**src/rtl/imuldiv_muldiv_dispatch.sv**
```systemverilog
// rtl/imuldiv_muldiv_dispatch.sv - mul/div request steering with in-order response merge
// A tag FIFO records the kind of each accepted op; its head selects which unit may respond.
module imuldiv_muldiv_dispatch #(
  parameter int DEPTH = 2
) (
  input  logic        clk,
  input  logic        reset,
  input  logic [2:0]  muldivreq_msg_fn,
  input  logic [31:0] muldivreq_msg_a,
  input  logic [31:0] muldivreq_msg_b,
  input  logic        muldivreq_val,
  output logic        muldivreq_rdy,
  output logic [31:0] muldivresp_msg_result,
  output logic        muldivresp_val,
  input  logic        muldivresp_rdy,
  output logic [31:0] mulreq_msg_a,
  output logic [31:0] mulreq_msg_b,
  output logic        mulreq_val,
  input  logic        mulreq_rdy,
  input  logic [63:0] mulresp_msg_result,
  input  logic        mulresp_val,
  output logic        mulresp_rdy,
  output logic        divreq_msg_signed,
  output logic [31:0] divreq_msg_a,
  output logic [31:0] divreq_msg_b,
  output logic        divreq_val,
  input  logic        divreq_rdy,
  input  logic [63:0] divresp_msg_result,
  input  logic        divresp_val,
  output logic        divresp_rdy
);

  localparam int AW = (DEPTH > 1) ? $clog2(DEPTH) : 1;
  localparam int CW = $clog2(DEPTH) + 1;
  localparam logic [AW-1:0] LAST_PTR = AW'(DEPTH - 1);
  localparam logic [CW-1:0] FULL_CNT = CW'(DEPTH);

  localparam logic [2:0] FN_MUL  = 3'd0;
  localparam logic [2:0] FN_DIV  = 3'd1;
  localparam logic [2:0] FN_DIVU = 3'd2;
  localparam logic [2:0] FN_REM  = 3'd3;
  localparam logic [2:0] FN_REMU = 3'd4;

  typedef enum logic [1:0] {K_MUL, K_QUO, K_REM, K_ILL} kind_t;

  kind_t          r_kind [DEPTH];
  logic [AW-1:0]  r_wr_ptr;
  logic [AW-1:0]  r_rd_ptr;
  logic [CW-1:0]  r_count;

  logic           w_full;
  logic           w_empty;
  logic           w_is_mul;
  logic           w_is_div;
  logic           w_push;
  logic           w_pop;
  kind_t          w_push_kind;
  kind_t          w_head_kind;
  logic           w_unused_mul_hi;

  assign w_full   = (r_count == FULL_CNT);
  assign w_empty  = (r_count == '0);
  assign w_is_mul = (muldivreq_msg_fn == FN_MUL);
  assign w_is_div = (muldivreq_msg_fn == FN_DIV)  || (muldivreq_msg_fn == FN_DIVU) ||
                    (muldivreq_msg_fn == FN_REM)  || (muldivreq_msg_fn == FN_REMU);

  assign mulreq_msg_a      = muldivreq_msg_a;
  assign mulreq_msg_b      = muldivreq_msg_b;
  assign divreq_msg_a      = muldivreq_msg_a;
  assign divreq_msg_b      = muldivreq_msg_b;
  assign divreq_msg_signed = (muldivreq_msg_fn == FN_DIV) || (muldivreq_msg_fn == FN_REM);

  // Unit valids never look at the unit's own ready, so no combinational loop forms through it.
  assign mulreq_val    = muldivreq_val && !w_full && w_is_mul;
  assign divreq_val    = muldivreq_val && !w_full && w_is_div;
  assign muldivreq_rdy = !w_full && (w_is_mul ? mulreq_rdy : (w_is_div ? divreq_rdy : 1'b1));

  assign w_push = muldivreq_val && muldivreq_rdy;
  assign w_pop  = muldivresp_val && muldivresp_rdy;

  always_comb begin
    w_push_kind = K_ILL;
    case (muldivreq_msg_fn)
      FN_MUL:          w_push_kind = K_MUL;
      FN_DIV, FN_DIVU: w_push_kind = K_QUO;
      FN_REM, FN_REMU: w_push_kind = K_REM;
      default:         w_push_kind = K_ILL;
    endcase
  end

  assign w_head_kind = r_kind[r_rd_ptr];

  // Only the unit matching the head kind is acked; the other holds its result until its turn.
  always_comb begin
    muldivresp_val        = 1'b0;
    muldivresp_msg_result = 32'h0;
    mulresp_rdy           = 1'b0;
    divresp_rdy           = 1'b0;
    if (!w_empty) begin
      case (w_head_kind)
        K_MUL: begin
          muldivresp_val        = mulresp_val;
          muldivresp_msg_result = mulresp_msg_result[31:0];
          mulresp_rdy           = muldivresp_rdy;
        end
        K_QUO: begin
          muldivresp_val        = divresp_val;
          muldivresp_msg_result = divresp_msg_result[31:0];
          divresp_rdy           = muldivresp_rdy;
        end
        K_REM: begin
          muldivresp_val        = divresp_val;
          muldivresp_msg_result = divresp_msg_result[63:32];
          divresp_rdy           = muldivresp_rdy;
        end
        default: begin
          muldivresp_val        = 1'b1;
          muldivresp_msg_result = 32'h0;
        end
      endcase
    end
  end

  assign w_unused_mul_hi = ^mulresp_msg_result[63:32];

  always_ff @(posedge clk) begin
    if (w_push) begin
      r_kind[r_wr_ptr] <= w_push_kind;
    end
  end

  always_ff @(posedge clk) begin
    if (reset) begin
      r_wr_ptr <= '0;
      r_rd_ptr <= '0;
      r_count  <= '0;
    end else begin
      if (w_push) begin
        r_wr_ptr <= (r_wr_ptr == LAST_PTR) ? '0 : r_wr_ptr + 1'b1;
      end
      if (w_pop) begin
        r_rd_ptr <= (r_rd_ptr == LAST_PTR) ? '0 : r_rd_ptr + 1'b1;
      end
      if (w_push && !w_pop) begin
        r_count <= r_count + 1'b1;
      end else if (w_pop && !w_push) begin
        r_count <= r_count - 1'b1;
      end
    end
  end

endmodule

```
**config.mk**
```make
export PLATFORM = sky130hd
export DESIGN_NAME = imuldiv_muldiv_dispatch
export DESIGN_NICKNAME = d
export VERILOG_FILES = /design/src/rtl/imuldiv_muldiv_dispatch.sv
export SDC_FILE = /design/constraint.sdc
export NUM_CORES = 1
export LEC_CHECK = 0
export BUFFER_PORTS_ARGS = -buffer_cell sky130_fd_sc_hd__buf_4
export CORE_AREA = 2 2 145 147
export CTS_CLUSTER_SIZE = 24
export DETAILED_ROUTE_END_ITERATION = 6
export DIE_AREA = 0 0 147 149
export HOLD_SLACK_MARGIN = 0.1
export PLACE_DENSITY = 0.46
export SLEW_MARGIN = 10
export SYNTH_ARGS = -nofsm -noshare
export SYNTH_HDL_FRONTEND = slang
export SYNTH_SLANG_ARGS = --single-unit
```
**constraint.sdc**
```tcl
create_clock -name clk -period 2 [get_ports clk]
set_input_delay 0.1 -clock clk [delete_from_list [all_inputs] [get_ports clk]]
set_output_delay 0.1 -clock clk [all_outputs]
set_load 0.005 [all_outputs]
```
==> impl_metrics.py, run 1 <==
metrics = {
    "synth": {
        "ys_seq_area_frac": 0.110,
        "synthTopCellsByArea": "buf_4, a222oi_1, nor2_1",
        "syn-num-nets": 466,
        "yosysMostFrequentCell": "buf_4",
        "synth_edf_count": 4,
        "ys_warn_count": 0,
        "synthCells": 258,
        "synthArstFlopShare": 0,
        "synth_flop_cell": "dfxtp_1",
        "syn_avg_cell_area_um2": 7.73,
        "synth_area_leader_cell": "buf_4",
        "synthesis.area_um2": 1990,
        "synth_cell_types": 29,
        "yosysTopAreaCellShare": 0.482,
        "post_synth_most_frequent_cells": "buf_4, nor2_1, a222oi_1",
        "ys_seq_elements": 9,
    },
    "critical_path": {
        "slowest_delay_ps": 380,
        "startpoint_type": "flip-flop",
        "critPathTopFamily": "buffers and inverters",
        "crit_fanout": 5,
        "path_cells": "mux2i_4 -> inv_2 -> buf_6 -> ha_4 -> bufbuf_16 -> a222oi_1 -> nor2_1 -> buf_4",
        "required_ps": 1900,
        "crit_type": "reg2out",
        "critPathCaptureType": "output port",
        "cp_num_buf_inv": 4,
        "cp_slowest_cell": "dfxtp_4",
        "arrival_ps": 2090,
    },
    "detailed_routing": {
        "routed_wl_mm": 8.87,
        "wl_met1_mm": 3.31,
        "post-route-drc-count": 0,
        "met3_wirelength_mm": 1.28,
        "drt_pass1_iterations": 5,
        "post_drt_wl_per_cell_um": 15.7,
        "ant_nets": 0,
        "top_layer": "met4",
        "avgViaCountPerCell": 3.44,
        "vias": 1938,
        "drtIter0Drc": 208,
        "wl_met2_mm": 3.94,
    },
    "die": {
        "io-pin-count": 370,
        "die_w_um": 147,
        "coreArea_um2": 20600,
        "die_h_um": 149,
        "rows": 53,
        "start_util": 0.0970,
        "dieArea_um2": 21900,
    },
    "flow_run": {
        "max_cap_viol_count": 0,
    },
    "sta": {
        "fin_worst_skew_ps": 1.28,
        "rsz0062_at_grt": "true",
        "finalHoldViolCount": 0,
        "max_freq_ghz": 0.457,
        "setup_violations": 33,
        "timing.final.crit_share": 1.09,
        "tightest_slew_ps": 431,
        "maxSlewHeadroom": 0.710,
        "slew_viol_final": 0,
        "fin_ws_ps": -190,
        "fin_crit_ps": 2190,
    },
    "clock_tree": {
        "cts-root-buf": "clkbuf_16",
        "cts_buffers": 3,
        "insertion_delay_ps": 230,
        "cts_tree": "yes",
        "htree_num_levels": 1,
        "cts.clk_slew.worst_paths_ps": 40,
        "cts_sinks": 9,
        "cts_buffer_depth": 2,
    },
    "power_and_ir_drop": {
        "p_per_area_nw_per_um2": 875,
        "max-vdd-ir-drop_v": 0.000566,
        "power_mw": 2.55,
        "total_leakage_power_nw": 1.29,
    },
    "finish": {
        "area_growth_pct": 46.3,
        "design_area_um2": 2920,
        "finalCoreUtilization": 0.142,
        "stdcell_count": 563,
        "n_antenna_cell": 0,
        "layout-drive-gt1-share": 0.642,
        "finalNetCount": 497,
    },
    "grt": {
        "antenna_found_initial": 0,
        "grt_pass1_vias": 1818,
        "grtUsageTotal": 0.0720,
        "grt_max_degree": 34,
        "grt_overflow": 0,
        "grt_pass1_wl_mm": 11.6,
    },
    "outcome": {
        "violations": "setup timing",
        "outcome": "finished, violations left",
    },
    "place": {
        "place_area_um2": 2570,
        "hpwl_mm": 6.07,
        "dp_slack_ps": -217,
        "portBuffers": 145,
        "gp_congestion": 0.630,
        "dp.cells": 549,
    },
    "hold_path": {
        "min_path_type": "in2out",
    },
}
[final cells by class]
cell class	instances	area [µm²]
clock buffer	4	78.8
fill	2362	17600
inverter	3	11.3
multi-input combinational	105	828
sequential	9	224
tap	275	344
timing repair buffer	167	1430
[placed cells by master (no fill, tap or decap), drive strengths merged]
master,synthesis,layout
nor3,4,4
and2,1,1
o31ai,1,1
xor2,4,4
a221oi,1,1
and2b,1,1
buf,129,162
a21oi,3,3
a222oi,32,32
inv,3,3
a21o,1,1
mux2i,2,2
nor2b,2,2
dfxtp,5,5
and3,2,2
nand2b,2,2
clkbuf,12,5
nand3b,1,1
ha,5,5
bufbuf,0,3
edfxtp,4,4
mux2,1,1
or4,1,1
nor4,1,1
dlygate4sd3,0,1
o21ai,1,1
or2,1,1
nor2,37,37
or3,1,1
[routing by layer]
metal,up-vias,global-route usage
li1,859,-
met1,863,0.0883
met2,172,0.109
met3,44,0.0339
met4,0,0.0298
met5,-,0
[worst paths after layout]
check / from / to / slack (ps) / cells after the start
min: muldivreq_msg_b[5] / divreq_msg_b[5] / 200 / 0
max reg2reg: flip-flop / r_count[1] / -180 / 8
min reg2reg: r_wr_ptr / r_wr_ptr / 470 / 2
max: flip-flop / muldivresp_msg_result[29] / -190 / 8
[cell families after synthesis]
family                     Yosys count  share of synthesized area
buffers and inverters              144                      0.512
and+or+nand+nor                     54                      0.127
AOI/OAI and AO/OA                   39                      0.183
DFF                                  9                      0.110
adders and majority gates            5                     0.0314
xor gates and xnor gates             4                     0.0176
muxes                                3                     0.0176
[metrics by stage]
step                setup TNS, ps  hold slack, ps
finish                      -3590             200
global route                -7380             200
CTS                         -3600             200
detailed placement           -348             200
global placement             -309             200
floorplan                   -69.1             165
[power breakdown]
part | switching (mW) | leakage, nW | total (mW) | internal, mW
registers | 0.0409 | 0.0780 | 0.283 | 0.242
logic | 0.857 | 1.18 | 1.92 | 1.06
clock network | 0.0821 | 0.0382 | 0.348 | 0.266
[what timing repair did]
| item | in CTS | in global routing |
|---|---|---|
| endpoints found under the setup margin | 35 | 34 |
| resized for setup | 16 | 4 |
| pin swaps | 8 | 25 |
| endpoints found under the hold margin | 5 | 0 |
| buffers inserted | 3 | 2 |
| gates cloned | 3 | 1 |
| hold buffers | 1 | 0 |
Power figures use the tool's default switching activity.
==> run 2, diff against run 1 <==
- CORE_AREA: 2 2 145 147 -> 2 2 146 148
- DIE_AREA: 0 0 147 149 -> 0 0 148 150
- PLACE_DENSITY: 0.46 -> 0.44
- clock period: 2 -> 2.1 ns (I/O delays scaled with it)
==> impl_metrics.py, run 2 (same netlist as run 1, synthesis figures left out) <==
metrics = {
    "outcome": {
        "outcome": "finished, violations left",
        "violations": "setup timing",
    },
    "die": {
        "rows": 53,
        "start_util": 0.0963,
        "die_h_um": 150,
        "coreArea_um2": 20700,
        "die_w_um": 148,
        "dieArea_um2": 22200,
        "io-pin-count": 370,
    },
    "clock_tree": {
        "cts_tree": "yes",
        "cts_buffers": 3,
        "cts_sinks": 9,
        "cts-root-buf": "clkbuf_16",
        "cts.clk_slew.worst_paths_ps": 40,
        "htree_num_levels": 1,
        "insertion_delay_ps": 230,
        "cts_buffer_depth": 2,
    },
    "detailed_routing": {
        "drt_pass1_iterations": 5,
        "avgViaCountPerCell": 3.41,
        "post_drt_wl_per_cell_um": 15.4,
        "post-route-drc-count": 0,
        "ant_nets": 0,
        "routed_wl_mm": 8.70,
        "drtIter0Drc": 184,
        "vias": 1923,
    },
    "power_and_ir_drop": {
        "total_leakage_power_nw": 1.27,
        "seqPwrFrac": 0.113,
        "p_clk_frac": 0.142,
        "p_per_area_nw_per_um2": 822,
        "power_mw": 2.37,
        "power_switching_mw": 0.913,
        "power.share.switching": 0.384,
        "intPower_mw": 1.46,
        "max-vdd-ir-drop_v": 0.000410,
        "pwr-share-comb": 0.746,
    },
    "sta": {
        "timing.final.crit_share": 1.04,
        "tightest_slew_ps": 484,
        "fin_worst_skew_ps": 1.91,
        "maxSlewHeadroom": 0.675,
        "fin_crit_ps": 2190,
        "rsz0062_at_grt": "true",
        "max_freq_ghz": 0.457,
        "slew_viol_final": 0,
        "finalHoldViolCount": 0,
        "setup_tns_ps": -348,
        "fin_ws_ps": -86.2,
        "setup_violations": 11,
    },
    "finish": {
        "finalCoreUtilization": 0.140,
        "n_antenna_cell": 0,
        "area_growth_pct": 44.9,
        "layout_commonest_cell": "buf_4",
        "mostFrequentLayoutCells": "buf_4, nor2_1, a222oi_1",
        "layout-drive-gt1-share": 0.647,
        "finalNetCount": 498,
    },
    "grt": {
        "grt_pass1_vias": 1961,
        "antenna_found_initial": 0,
        "grt_max_degree": 26,
        "grt_pass1_wl_mm": 11.8,
        "grt_overflow": 0,
        "grtUsageTotal": 0.0713,
    },
    "critical_path": {
        "arrival_ps": 2080,
        "startpoint_type": "flip-flop",
        "crit_fanout": 6,
        "crit_type": "reg2out",
        "critPathCaptureType": "output port",
        "required_ps": 2000,
    },
    "place": {
        "hpwl_mm": 6.62,
        "portBuffers": 145,
        "gp_congestion": 0.628,
    },
    "hold_path": {
        "min_path_type": "in2out",
        "min_from": "muldivreq_msg_a[16]",
    },
    "flow_run": {
        "max_cap_viol_count": 0,
    },
}
-- run 2: worst paths after layout --
| check | slack (ps) | to | cells after the start |
|---|---|---|---|
| max reg2reg | -20 | r_count[1] | 7 |
| min reg2reg | 490 | r_wr_ptr | 2 |
| max | -90 | muldivresp_msg_result[11] | 8 |
| min | 210 | divreq_msg_a[16] | 0 |
-- run 2: area by class of cell --
| type | count | area (µm²) |
|---|---|---|
| fill | 2410 | 17800 |
| timing repair buffer | 168 | 1390 |
| multi-input combinational | 105 | 838 |
| tap | 275 | 344 |
| sequential | 9 | 224 |
| clock buffer | 4 | 78.8 |
| inverter | 3 | 11.3 |
-- run 2: per-layer routing --
metal | vias up | GRT usage | routed length, µm
met5 | - | 0 | 0
met2 | 157 | 0.113 | 3720
met4 | 0 | 0.0457 | 580
met1 | 849 | 0.0751 | 3030
li1 | 856 | - | -
met3 | 61 | 0.0354 | 1370
-- run 2: per-stage QoR --
stage	worst slack [ps]	hold slack (ps)	cells	cell area, µm²
2_1_floorplan	9.25	174	258	2000
3_3_place_gp	-124	210	555	2610
3_5_place_dp	-161	210	555	2610
4_1_cts	-82.3	210	564	2870
5_1_grt	-179	210	564	2890
6_report	-86.2	210	564	2890
-- run 2: critical path, cell delays in order (launching register included) --
cell and delay (ps):
dfxtp_4 370, mux2i_4 280, inv_2 70, buf_6 120, ha_4 220, buf_8 160, a222oi_1 380, nor2_1 100
buf_4 150
-- run 2: timing repair --
action                                 4_1_cts  5_1_grt
endpoints found under the hold margin        5        0
setup endpoints to repair                   34       34
gates cloned                                 3        0
pin swaps                                    6       11
resized for setup                           15        7
hold buffers                                 1        0
setup buffers                                1        0
-- run 2: power by group through the flow --
stage | registers (mW) | clock network (mW) | logic, mW
CTS | 0.267 | 0.342 | 1.80
global placement | 0.258 | 0 | 1.59
finish | 0.268 | 0.336 | 1.77
global route | 0.276 | 0.351 | 1.94
floorplan | 0.251 | 0 | 0.872
detailed placement | 0.258 | 0 | 1.58
==> run 3, diff against run 2 <==
- ABC_AREA: unset -> 1
- CORE_AREA: 2 2 146 148 -> 2 2 144 146
- DIE_AREA: 0 0 148 150 -> 0 0 146 148
- HOLD_SLACK_MARGIN: 0.1 -> 0.06
- PLACE_DENSITY: 0.44 -> 0.47
- TNS_END_PERCENT: unset -> 50
==> impl_metrics.py, run 3 <==
metrics = {
    "grt": {
        "grtUsageTotal": 0.0702,
        "grt_overflow": 0,
        "antenna_found_initial": 1,
        "grt_pass1_vias": 2250,
        "grt_pass1_wl_mm": 12.2,
        "grt_max_degree": 34,
    },
    "sta": {
        "fin_crit_ps": 1970,
        "timing.final.crit_share": 0.937,
        "maxSlewHeadroom": 0.784,
        "fin_worst_skew_ps": 2.07,
        "max_freq_ghz": 0.508,
        "rsz0062_at_grt": "false",
        "finalHoldViolCount": 0,
        "tightest_slew_ps": 323,
        "slew_viol_final": 0,
        "fin_ws_ps": 133,
        "setup_violations": 0,
        "setup_tns_ps": 0,
    },
    "detailed_routing": {
        "vias": 2299,
        "drt_pass1_iterations": 4,
        "routed_wl_mm": 8.42,
        "ant_nets": 0,
        "post-route-drc-count": 0,
        "avgViaCountPerCell": 3.28,
        "post_drt_wl_per_cell_um": 12.0,
        "drtIter0Drc": 40,
    },
    "clock_tree": {
        "htree_num_levels": 1,
        "insertion_delay_ps": 230,
        "cts.clk_slew.worst_paths_ps": 40,
        "cts_tree": "yes",
        "cts_sinks": 9,
        "cts-root-buf": "clkbuf_16",
        "cts_buffer_depth": 2,
        "cts_buffers": 3,
    },
    "die": {
        "start_util": 0.122,
        "die_h_um": 148,
        "io-pin-count": 370,
        "dieArea_um2": 21600,
        "coreArea_um2": 20000,
        "rows": 52,
        "die_w_um": 146,
    },
    "place": {
        "gp_congestion": 0.706,
        "hpwl_mm": 6.28,
        "dp_slack_ps": 25.0,
        "portBuffers": 145,
    },
    "synth": {
        "synth_edf_count": 4,
        "ys_seq_area_frac": 0.0899,
        "synth_area_leader_cell": "buf_4",
        "syn_avg_cell_area_um2": 5.97,
        "ys_seq_elements": 9,
        "synthesis.area_um2": 2450,
        "synthCells": 410,
        "yosysTopAreaCellShare": 0.392,
        "yosysMostFrequentCell": "nand2_1",
        "synth_flop_cell": "dfxtp_1",
        "synth_cell_types": 24,
        "ys_warn_count": 0,
        "post_synth_most_frequent_cells": "nand2_1, buf_4, inv_1",
        "synthArstFlopShare": 0,
        "synthTopCellsByArea": "buf_4, nand2_1, nand3_1",
        "syn-num-nets": 618,
    },
    "critical_path": {
        "critPathCaptureType": "output port",
        "startpoint_type": "flip-flop",
        "crit_fanout": 16,
        "r2r-start": "r_kind[1][1]",
        "arrival_ps": 1860,
        "worstSetupStartpoint": "r_kind[1][1]",
        "required_ps": 2000,
        "crit_type": "reg2out",
    },
    "finish": {
        "num-fill-cells": 2381,
        "mostFrequentLayoutCells": "buf_4, nand2_1, inv_1",
        "finalCoreUtilization": 0.152,
        "finalNetCount": 638,
        "layout-drive-gt1-share": 0.415,
        "layout_commonest_cell": "buf_4",
        "area_growth_pct": 24.2,
    },
    "power_and_ir_drop": {
        "p_per_area_nw_per_um2": 623,
        "total_leakage_power_nw": 1.73,
        "max-vdd-ir-drop_v": 0.000391,
    },
    "outcome": {
        "outcome": "complete, no violations",
    },
    "hold_path": {
        "min_path_type": "in2reg",
        "min_from": "muldivresp_rdy",
    },
    "flow_run": {
        "max_cap_viol_count": 0,
    },
}
-- run 3: changes by cell type after synthesis, sizes merged, moves of 5 or more --
cell,before,now
a222oi,32,0
buf,129,141
clkbuf,12,0
inv,3,47
nand2,0,146
nand3,0,37
nor2,37,11
o21ai,1,6
-- run 3: kinds of logic after synthesis --
kind of cell | count (synthesis) | share of synthesized area
buffers and inverters | 188 | 0.503
adders and majority gates | 5 | 0.0255
AOI/OAI and AO/OA | 13 | 0.0378
and+or+nand+nor | 195 | 0.343
DFF | 9 | 0.0899
-- run 3: critical path, cell delays in order, from the launching register on --
cell and delay (ps):
edfxtp_1 360, inv_1 60, nand2_1 40, o21ai_1 130, inv_1 90, ha_1 200
buf_4 150, nor2_8 160, buf_12 170, nand2_1 70, inv_1 70, buf_4 110
-- run 3: through the flow --
stage | cell area, µm² | instances | hold WS, ps | total power [mW]
final | 3040 | 700 | 201 | 1.89
after global routing | 3040 | 699 | 210 | 2.08
after CTS | 2990 | 696 | 196 | 1.84
after detailed placement | 2900 | 691 | 210 | 1.49
after global placement | 2900 | 691 | 210 | 1.49
after floorplan | 2450 | 410 | 174 | 1.12
-- run 3: final timing paths --
| path | depth (start not counted) | endpoint | slack (ps) |
|---|---|---|---|
| worst max-delay path | 11 | muldivresp_msg_result[0] | 130 |
| worst min-delay path | 3 | r_rd_ptr | 200 |
| worst max register to register | 12 | r_count[1] | 170 |
| worst min register to register | 2 | r_rd_ptr | 480 |
-- run 3: power by group --
| group | internal (mW) | switching (mW) |
|---|---|---|
| sequential | 0.213 | 0.0188 |
| clock | 0.253 | 0.0758 |
| combinational | 0.629 | 0.705 |
| total | 1.09 | 0.800 |
-- run 3: cell type report --
| type | count | area [µm²] | area share |
|---|---|---|---|
| repair buffers | 156 | 1220 | 0.402 |
| multi-input cells | 213 | 1000 | 0.329 |
| well taps | 270 | 338 | 0.111 |
| flip-flops and latches | 9 | 220 | 0.0724 |
| inverters | 47 | 179 | 0.0588 |
| clock buffers | 4 | 78.8 | 0.0259 |
| diodes | 1 | 2.50 | 0.000823 |
-- run 3: layer usage --
metal / GRT usage / vias to the layer above / share of wire
met5: 0 / - / 0
li1: - / 1144 / -
met4: 0.0170 / 0 / 0.021
met2: 0.106 / 161 / 0.42
met1: 0.0842 / 966 / 0.41
met3: 0.0438 / 28 / 0.15
-- run 3: timing repair --
item	CTS	global route
setup endpoints to repair	33	34
gates cloned	0	2
buffers inserted	0	1
pin swaps	0	2
gates resized for setup	3	1
hold buffers	1	0
hold endpoints to repair	2	0
